File: config.mk
export PLATFORM = sky130hd
export DESIGN_NAME = repeated_sub_divider
export DESIGN_NICKNAME = d
export VERILOG_FILES = /design/src/rtl/repeated_sub_divider.sv
export SDC_FILE = /design/constraint.sdc
export NUM_CORES = 1
export LEC_CHECK = 0
export ABC_AREA = 1
export BUFFER_PORTS_ARGS = -buffer_cell sky130_fd_sc_hd__buf_2
export CAP_MARGIN = 5
export CORE_MARGIN = 8
export CORE_UTILIZATION = 45
export DETAILED_ROUTE_END_ITERATION = 7
export PLACE_DENSITY = 0.72
export SETUP_SLACK_MARGIN = 0.4
export SYNTH_ARGS = -nofsm -noshare
export SYNTH_HDL_FRONTEND = slang
export SYNTH_SLANG_ARGS = --single-unit
File: constraint.sdc
create_clock -name clk -period 3 [get_ports clk]
set_input_delay 0.6 -clock clk [delete_from_list [all_inputs] [get_ports clk]]
set_output_delay 0.6 -clock clk [all_outputs]
set_load 0.05 [all_outputs]
File: src/rtl/repeated_sub_divider.sv
// Sequential unsigned divider: quotient and remainder by repeated subtraction.
// A small IDLE/SUB/DONE controller steps a working remainder, divisor copy and quotient counter.
module repeated_sub_divider #(
  parameter int WIDTH = 16
) (
  input  logic             clk,
  input  logic             rst_n,
  input  logic             start,
  input  logic [WIDTH-1:0] dividend,
  input  logic [WIDTH-1:0] divisor,
  output logic             busy,
  output logic             done,
  output logic [WIDTH-1:0] quotient,
  output logic [WIDTH-1:0] remainder,
  output logic             div_by_zero,
  output logic [1:0]       state_dbg
);

  localparam logic [1:0] S_IDLE = 2'd0;
  localparam logic [1:0] S_SUB  = 2'd1;
  localparam logic [1:0] S_DONE = 2'd2;

  logic [1:0]       state_q, state_d;
  logic [WIDTH-1:0] a_q, a_d;
  logic [WIDTH-1:0] b_q, b_d;
  logic [WIDTH-1:0] cnt_q, cnt_d;
  logic [WIDTH-1:0] quot_q, quot_d;
  logic [WIDTH-1:0] rem_q, rem_d;
  logic             dbz_q, dbz_d;

  // Handshake: start is accepted only in IDLE, where dividend/divisor are captured on that
  // edge; done is a single-cycle pulse in DONE, and results stay stable until the next DONE.
  always_comb begin
    state_d = state_q;
    a_d     = a_q;
    b_d     = b_q;
    cnt_d   = cnt_q;
    quot_d  = quot_q;
    rem_d   = rem_q;
    dbz_d   = dbz_q;
    case (state_q)
      S_IDLE: begin
        if (start) begin
          if (divisor == '0) begin
            quot_d  = '1;
            rem_d   = dividend;
            dbz_d   = 1'b1;
            state_d = S_DONE;
          end else begin
            a_d     = dividend;
            b_d     = divisor;
            cnt_d   = '0;
            state_d = S_SUB;
          end
        end
      end
      S_SUB: begin
        // Count can never exceed the dividend, so no wrap guard is needed.
        if (a_q >= b_q) begin
          a_d   = a_q - b_q;
          cnt_d = cnt_q + 1'b1;
        end else begin
          quot_d  = cnt_q;
          rem_d   = a_q;
          dbz_d   = 1'b0;
          state_d = S_DONE;
        end
      end
      S_DONE:  state_d = S_IDLE;
      default: state_d = S_IDLE;
    endcase
  end

  always_ff @(posedge clk or negedge rst_n) begin
    if (!rst_n) begin
      state_q <= S_IDLE;
      a_q     <= '0;
      b_q     <= '0;
      cnt_q   <= '0;
      quot_q  <= '0;
      rem_q   <= '0;
      dbz_q   <= 1'b0;
    end else begin
      state_q <= state_d;
      a_q     <= a_d;
      b_q     <= b_d;
      cnt_q   <= cnt_d;
      quot_q  <= quot_d;
      rem_q   <= rem_d;
      dbz_q   <= dbz_d;
    end
  end

  assign busy        = (state_q != S_IDLE);
  assign done        = (state_q == S_DONE);
  assign quotient    = quot_q;
  assign remainder   = rem_q;
  assign div_by_zero = dbz_q;
  assign state_dbg   = state_q;

endmodule

==> results of run 1 <==
## Yosys cell counts, types with 8 or more instances
master / n / share of area
sky130_fd_sc_hd__xor2_1: 11 / 0.019
sky130_fd_sc_hd__a21oi_1: 9 / 0.0087
sky130_fd_sc_hd__dfrtp_1: 83 / 0.40
sky130_fd_sc_hd__nor2_1: 39 / 0.028
sky130_fd_sc_hd__clkbuf_1: 13 / 0.0095
sky130_fd_sc_hd__nand2_1: 296 / 0.22
sky130_fd_sc_hd__ha_1: 17 / 0.041
sky130_fd_sc_hd__o21ai_2: 15 / 0.025
sky130_fd_sc_hd__inv_1: 88 / 0.064
sky130_fd_sc_hd__buf_2: 8 / 0.0078
sky130_fd_sc_hd__nand3_1: 27 / 0.026
sky130_fd_sc_hd__o21ai_0: 28 / 0.027
sky130_fd_sc_hd__nand4_1: 34 / 0.041
sky130_fd_sc_hd__nor3_1: 9 / 0.0087
## what timing repair did
action,4_1_cts,5_1_grt
hold buffers,0,0
setup buffers,0,0
setup endpoints to repair,0,54
gates resized for setup,0,6
## power by group through the flow
stage	Combinational, W	Sequential (W)	Clock [W]
CTS	0.00474	0.00185	0.00106
global route	0.00539	0.00191	0.00111
finish	0.00478	0.00185	0.00105
detailed placement	0.00472	0.00187	0
global placement	0.00464	0.00186	0
floorplan	0.00310	0.00259	0
## logic make-up after synthesis
logic type                 count (synthesis)
and+or+nand+nor                          423
buffers and inverters                    120
DFF                                       83
AOI/OAI and AO/OA                         61
adders and majority gates                 18
xor gates and xnor gates                  11
muxes                                      1
## registers in the layout, summed over array words and instances (netlist names)
| register | count |
|---|---|
| div_by_zero | 1 |
| remainder | 16 |
| cnt_q | 16 |
| quotient | 16 |
| b_q | 16 |
| a_q | 16 |
| state_dbg | 2 |
## area by class of cell
cell class / count / share of cell area
Sequential cell: 83 / 0.3532
Multi-Input combinational cell: 514 / 0.4362
Tap cell: 143 / 0.03043
Clock inverter: 7 / 0.008723
Clock buffer: 9 / 0.03830
Timing Repair Buffer: 79 / 0.07511
Inverter: 90 / 0.05809
## through the flow
| step | hold slack (ns) | instances | util | power [W] | worst slack (ns) |
|---|---|---|---|---|---|
| 3_5_place_dp | 0.4535 | 909 | 0.4929 | 0.006595 | 0.5513 |
| 4_1_cts | 0.2887 | 925 | 0.5174 | 0.007651 | 0.5362 |
| 2_1_floorplan | 0.3044 | 717 | - | 0.005695 | 0.9250 |
| 6_report | 0.2659 | 925 | 0.5195 | 0.007684 | 0.6371 |
| 5_1_grt | 0.3249 | 925 | 0.5195 | 0.008406 | 0.3973 |
| 3_3_place_gp | 0.4489 | 909 | 0.4929 | 0.006500 | 0.6243 |
## metal layers
metal	wire, um	GRT usage	part of all wire	vias to the layer above
li1	-	-	-	2375
met1	6196	0.2481	0.51	2086
met2	5120	0.2457	0.42	103
met3	772	0.03607	0.063	8
met4	97	0.03612	0.0080	0
met5	0	0	0	-
## worst max-delay path by stage
stage	from	to	slack, ns	cells past startpoint
2_1_floorplan	a_q[0]	cnt_q[13]	0.93	16
3_3_place_gp	divisor[7]	b_q[2]	0.62	9
3_5_place_dp	a_q[0]	a_q[6]	0.55	15
4_1_cts	a_q[0]	a_q[6]	0.54	15
5_1_grt	a_q[0]	a_q[6]	0.40	15
6_report	a_q[0]	a_q[6]	0.64	15
==> reports/metrics.sh, run 1 <==
DIE_W_UM=123.1
TRACK_USAGE=0.1678
DRT-TOTAL-WL_UM=12190
DR.PASS1.ITERS=5
SEQUENTIALPOWERSHARE=0.241
WORSTREG2REGEND='a_q[6]'
YOSYSUNIQUECELLTYPES=32
INITIAL_UTIL=0.4556
CTS_MAX_PATH_BUFFERS=2
GR-TOTAL-OVERFLOW=0
CRITICAL_PATH_CLASS='reg -> reg'
NETLIST_INSTANCES=717
POST_SYNTH_FA_HA_MAJ_AREA_FRACTION=0.04512
GP_ROUTABILITY_CONGESTION=0.8977
CLOCK_LATENCY_NS=0.33
CTS-BUFFERS-INSERTED=9
REQUIRED_NS=3.21
MOSTFREQUENTLAYOUTCELL='sky130_fd_sc_hd__nand2_1'
SYNTH-XOR-AREA-SHARE=0.01868
LEAKAGE_nW=3.168
POSTSYNTH.TOPFLOPCELL='sky130_fd_sc_hd__dfrtp_1'
TRITONCTS='done'
MAX-CAP-VIOLATIONS=0
GRT_MAX_DEGREE=48
PEAKVDDDROP_uV=803.2
WORST_PATH_DOMINANT_CELL_FAMILY='simple AND/OR/NAND/NOR gates'
LAYOUT-AREA-OVERHEAD-VS-SYNTH_PCT=14.02
EDFF_COUNT_SYNTH=0
CTS.SINKS=83
CRITICAL_PATH.MOST_COMMON_CELL='sky130_fd_sc_hd__nand2_1'
NNETSFINAL=830
TIMING.CRITICAL_PATH.SLOWEST_CELL_DELAY_NS=0.39
POWER_PER_UNIT_OF_STANDARD_CELL_AREA_nW_PER_UM2=1307
SETUP.WORST_PATH.START_CLASS='register'
HPWLAFTERDP_UM=9283
CP_CELL_SEQUENCE='inv_1, ha_1, inv_1, fa_1, nand2_1, nand2_1, nand3_2, nand3_1, nand2_1, nand2_2, nand2_8, nand2_4, buf_8, nand2_1, o21ai_2'
POWER.NET_SWITCHING_W=0.004148
DIE_H_UM=123.1
CRITICAL_PATH.REG2REG.STARTPOINT='a_q[0]'
SLEW_HEADROOM=0.5375
OUTCOME='finished clean'
DETAIL-ROUTE-ANTENNA-NETS=0
CRITICAL_PATH.ENDPOINT_TYPE='register'
SYNTH_TOP_FAMILY_BY_AREA='simple AND/OR/NAND/NOR gates'
PWR-SHARE-CLK=0.136
FIN_SKEW_NS=0.01070
RR_WORST_DEPTH=15
MULTI_INPUT_AREA_UM2=2565
PLACE.PORT_BUFFERS=71
ROUTEDWLPERCELL_UM=13.18
FINAL-SETUP-VIOL-COUNT=0
DRIVE_ABOVE_1_SHARE=0.1662
CRITICAL_PATH_PEAK_FANOUT=46
HOLD_VIOL=0
TOTALNEGATIVESETUPSLACK_NS=0
POST-ROUTE-PERIOD-UTIL=0.7876
CTS_MAX_LEVEL=3
GRT_SETUP_UNREPAIRED='no'
YOSYS_WARNINGS=0
SYNTH_SEQ_AREA_SHARE=0.4027
VIASPERCELL=4.943
SYNTH_COMPOUND_GATE_AREA_SHARE=0.07885
WORST-R2R-SETUP-SLACK_NS=0.64
DRT_ITER0_MARKERS=304
LEADING_CELL_TYPES_IN_THE_LAYOUT_FILL_AND_TAPS_EXCLUDED='sky130_fd_sc_hd__nand2_1, sky130_fd_sc_hd__inv_1, sky130_fd_sc_hd__dfrtp_1'
PLACEABLECOREAREA_UM2=11320
SYNTH.CELL_AREA_UM2=5157
POST_SYNTH_MUX_AREA_SHARE=0.004367
ANTENNA_FOUND_INITIAL=0
GRT_PASS1_WL_UM=20530
CTS.REPORTEDPATHS.CLKPINSLEW_NS=0.07
SHARE_COMB_OF_TOTAL_POWER=0.622
FLOORPLAN.ROWS=39
CLOCK-ROOT-BUFFER='sky130_fd_sc_hd__clkbuf_16'
SYNTHESIS.AREA_PER_INSTANCE_UM2=7.193
DPL-INSTANCE-AREA_UM2=5580
ANTENNADIODECOUNT=0
WORST_SLEW_PIN_SLEW_NS=0.6930
AREA.SEQUENTIAL_UM2=2077
IO_PINS=72
POST_SYNTH_AND_OR_NAND_NOR_AREA_FRACTION=0.3476
DETAILROUTE.VIA_COUNT=4572
DIE_AREA_UM2=15140
POST-ROUTE-DRC-COUNT=0
CRIT_PATH_TOP_DELAY_CELL='sky130_fd_sc_hd__fa_1'
POWER.SHARE.SWITCHING=0.5398
VIA_COUNT_OF_THE_FIRST_GLOBAL_ROUTING_PASS=4233
FILLER_CELL_COUNT=1129
SYNTH.NET_COUNT=770
ACHIEVABLE-FREQUENCY_MHz=423.2
REPORT.FINAL.SLEW_VIOL_COUNT=0
CELLINTERNALPOWER_W=0.003536
FIN_CRIT_NS=2.363
FINAL_AREA_UM2=5881
ASYNC_FLOP_SHARE=1.000
WORST-ENDPOINT-ARRIVAL_NS=2.58
HOLD_CLASS='in -> async'
YS_SEQ_ELEMENTS=83
WORST-PATH-BUF-INV=3
(Power assumes the default switching activity.)
==> run 2: changes to the inputs <==
==> constraint.sdc (replaced) <==
create_clock -name clk -period 2.4 [get_ports clk]
set_input_delay 0.48 -clock clk [delete_from_list [all_inputs] [get_ports clk]]
set_output_delay 0.48 -clock clk [all_outputs]
set_load 0.05 [all_outputs]
==> reports/metrics.sh, run 2 (synthesis gave the netlist of run 1 again) <==
CRITICAL_PATH_CLASS='reg -> reg'  # unchanged
ACHIEVABLE-FREQUENCY_MHz=457.2  # was 423.2 MHz
VIASPERCELL=5.136  # was 4.943
HOLD_CLASS='in -> async'  # unchanged
PLACE.PORT_BUFFERS=71  # unchanged
GRT_PASS1_WL_UM=22290  # was 20530 um
POST-ROUTE-PERIOD-UTIL=0.9113  # was 0.7876
FINISH.UTILIZATION=0.5785  # was 0.5195
POST-ROUTE-DRC-COUNT=0  # unchanged
VIA_COUNT_OF_THE_FIRST_GLOBAL_ROUTING_PASS=4532  # was 4233
FIN_CRIT_NS=2.187  # was 2.363 ns
DIE_W_UM=123.1  # unchanged
GRT_MAX_DEGREE=39  # was 48
NNETSFINAL=869  # was 830
DIE_H_UM=123.1  # unchanged
REQUIRED_NS=2.63  # was 3.21 ns
DETAILROUTE.VIA_COUNT=4946  # was 4572
WORST-ENDPOINT-ARRIVAL_NS=2.42  # was 2.58 ns
CRITICAL_PATH.ENDPOINT_TYPE='register'  # unchanged
MOSTFREQUENTLAYOUTCELL='sky130_fd_sc_hd__nand2_1'  # unchanged
CTS_MAX_PATH_BUFFERS=2  # unchanged
IO_PINS=72  # unchanged
DRIVE_ABOVE_1_SHARE=0.2476  # was 0.1662
WORST_SLEW_PIN_SLEW_NS=0.6466  # was 0.6930 ns
PLACEABLECOREAREA_UM2=11320  # unchanged
RR_WORST_DEPTH=16  # was 15
SETUP.WORST_PATH.START_CLASS='register'  # unchanged
LEADING_CELL_TYPES_IN_THE_LAYOUT_FILL_AND_TAPS_EXCLUDED='sky130_fd_sc_hd__nand2_1, sky130_fd_sc_hd__inv_1, sky130_fd_sc_hd__dfrtp_1'  # unchanged
MAX-CAP-VIOLATIONS=0  # unchanged
WORST-R2R-SETUP-SLACK_NS=0.21  # was 0.64 ns
ANTENNA_FOUND_INITIAL=0  # unchanged
HPWLAFTERDP_UM=9646  # was 9283 um
DIE_AREA_UM2=15140  # unchanged
TRITONCTS='done'  # unchanged
WORSTREG2REGEND='a_q[2]'  # was a_q[6]
CTS.HOLD.BUFFERS_ADDED=0  # unchanged
CTS.SINKS=83  # unchanged
CRITICAL_PATH_PEAK_FANOUT=7  # was 46
TRACK_USAGE=0.1865  # was 0.1678
ANTENNADIODECOUNT=0  # unchanged
GP_ROUTABILITY_CONGESTION=0.9564  # was 0.8977
HOLD_VIOL=0  # unchanged
TOTALNEGATIVESETUPSLACK_NS=0  # unchanged
FIN_SKEW_NS=0.01070  # about the same
GR-TOTAL-OVERFLOW=0  # unchanged
REPORT.FINAL.SLEW_VIOL_COUNT=0  # unchanged
GRT_SETUP_UNREPAIRED='yes'  # was no
OUTCOME='finished clean'  # unchanged
DRT-TOTAL-WL_UM=14680  # was 12190 um
INITIAL_UTIL=0.4556  # unchanged
CTS.REPORTEDPATHS.CLKPINSLEW_NS=0.07  # about the same
CRITICAL_PATH.REG2REG.STARTPOINT='a_q[0]'  # unchanged
CLOCK_LATENCY_NS=0.34  # was 0.33 ns
CTS_MAX_LEVEL=3  # unchanged
SLEW_HEADROOM=0.5656  # was 0.5375
DETAIL-ROUTE-ANTENNA-NETS=0  # unchanged
CTS-BUFFERS-INSERTED=9  # unchanged
DRT_ITER0_MARKERS=402  # was 304
LAYOUT-AREA-OVERHEAD-VS-SYNTH_PCT=26.98  # was 14.02%
DR.PASS1.ITERS=6  # was 5
FLOORPLAN.ROWS=39  # unchanged
ROUTEDWLPERCELL_UM=15.24  # was 13.18 um
CLOCK-ROOT-BUFFER='sky130_fd_sc_hd__clkbuf_16'  # unchanged
FINAL-SETUP-VIOL-COUNT=0  # unchanged
run 2: cell types whose count changed in the layout (fill, tap and decap cells not counted), sizes merged:
cell    delta
buf       +35
clkbuf     +4
clkinv     -1
run 2: worst max path at each step:
stage          startpoint           end
2_1_floorplan      a_q[0]     cnt_q[13]
3_3_place_gp       a_q[0]     cnt_q[15]
3_5_place_dp       a_q[0]     cnt_q[15]
4_1_cts            a_q[0]  remainder[5]
5_1_grt            a_q[0]        a_q[9]
6_report           a_q[0]        a_q[2]
run 2: through the flow:
step | worst slack [ns] | cells | area [um^2] | hold WS (ns)
after global routing | 0.1213 | 963 | 6549 | 0.1349
final | 0.2129 | 963 | 6549 | 0.1017
after floorplan | 0.4035 | 717 | 5199 | 0.1844
after detailed placement | 0.1981 | 916 | 5683 | 0.4532
after global placement | 0.2417 | 916 | 5683 | 0.4492
after CTS | 0.3137 | 953 | 6279 | 0.1180
run 2: area by class of cell:
class / instances / area, um^2
Fill cell: 1028 / 4772
Sequential cell: 83 / 2077
Clock buffer: 9 / 225.2
Tap cell: 143 / 178.9
Clock inverter: 6 / 42.54
Multi-Input combinational cell: 514 / 2723
Timing Repair Buffer: 118 / 954.7
Inverter: 90 / 347.8
run 2: critical path: stages (launching register included):
cell and delay (ns):
sky130_fd_sc_hd__dfrtp_1 0.37, sky130_fd_sc_hd__inv_2 0.07, sky130_fd_sc_hd__ha_4 0.13, sky130_fd_sc_hd__inv_4 0.04
sky130_fd_sc_hd__fa_2 0.37, sky130_fd_sc_hd__nand2_2 0.10, sky130_fd_sc_hd__nand2_2 0.07, sky130_fd_sc_hd__nand3_2 0.09
sky130_fd_sc_hd__nand3_2 0.07, sky130_fd_sc_hd__nand2_1 0.08, sky130_fd_sc_hd__nand2_2 0.07, sky130_fd_sc_hd__nand2_4 0.11
sky130_fd_sc_hd__nand2_8 0.08, sky130_fd_sc_hd__buf_4 0.16, sky130_fd_sc_hd__buf_4 0.14, sky130_fd_sc_hd__nand2_1 0.05
sky130_fd_sc_hd__nand2_1 0.06
run 2: per-layer routing:
metal | vias up | wire length (um) | GRT usage
met4 | 0 | 242 | 0.06622
li1 | 2468 | - | -
met2 | 165 | 6531 | 0.2807
met3 | 23 | 1057 | 0.03927
met5 | - | 0 | 0
met1 | 2290 | 6845 | 0.2604
run 2: repair_timing:
action	4_1_cts	5_1_grt
gates resized for setup	20	35
pin swaps	4	12
gates cloned	4	4
setup buffers	18	6
hold endpoints to repair	0	0
endpoints found under the setup margin	66	67
Power of run 2 is left out: the tool's default activity adds up to more than one toggle a clock period on the data nets, which glitch-free logic cannot reach.
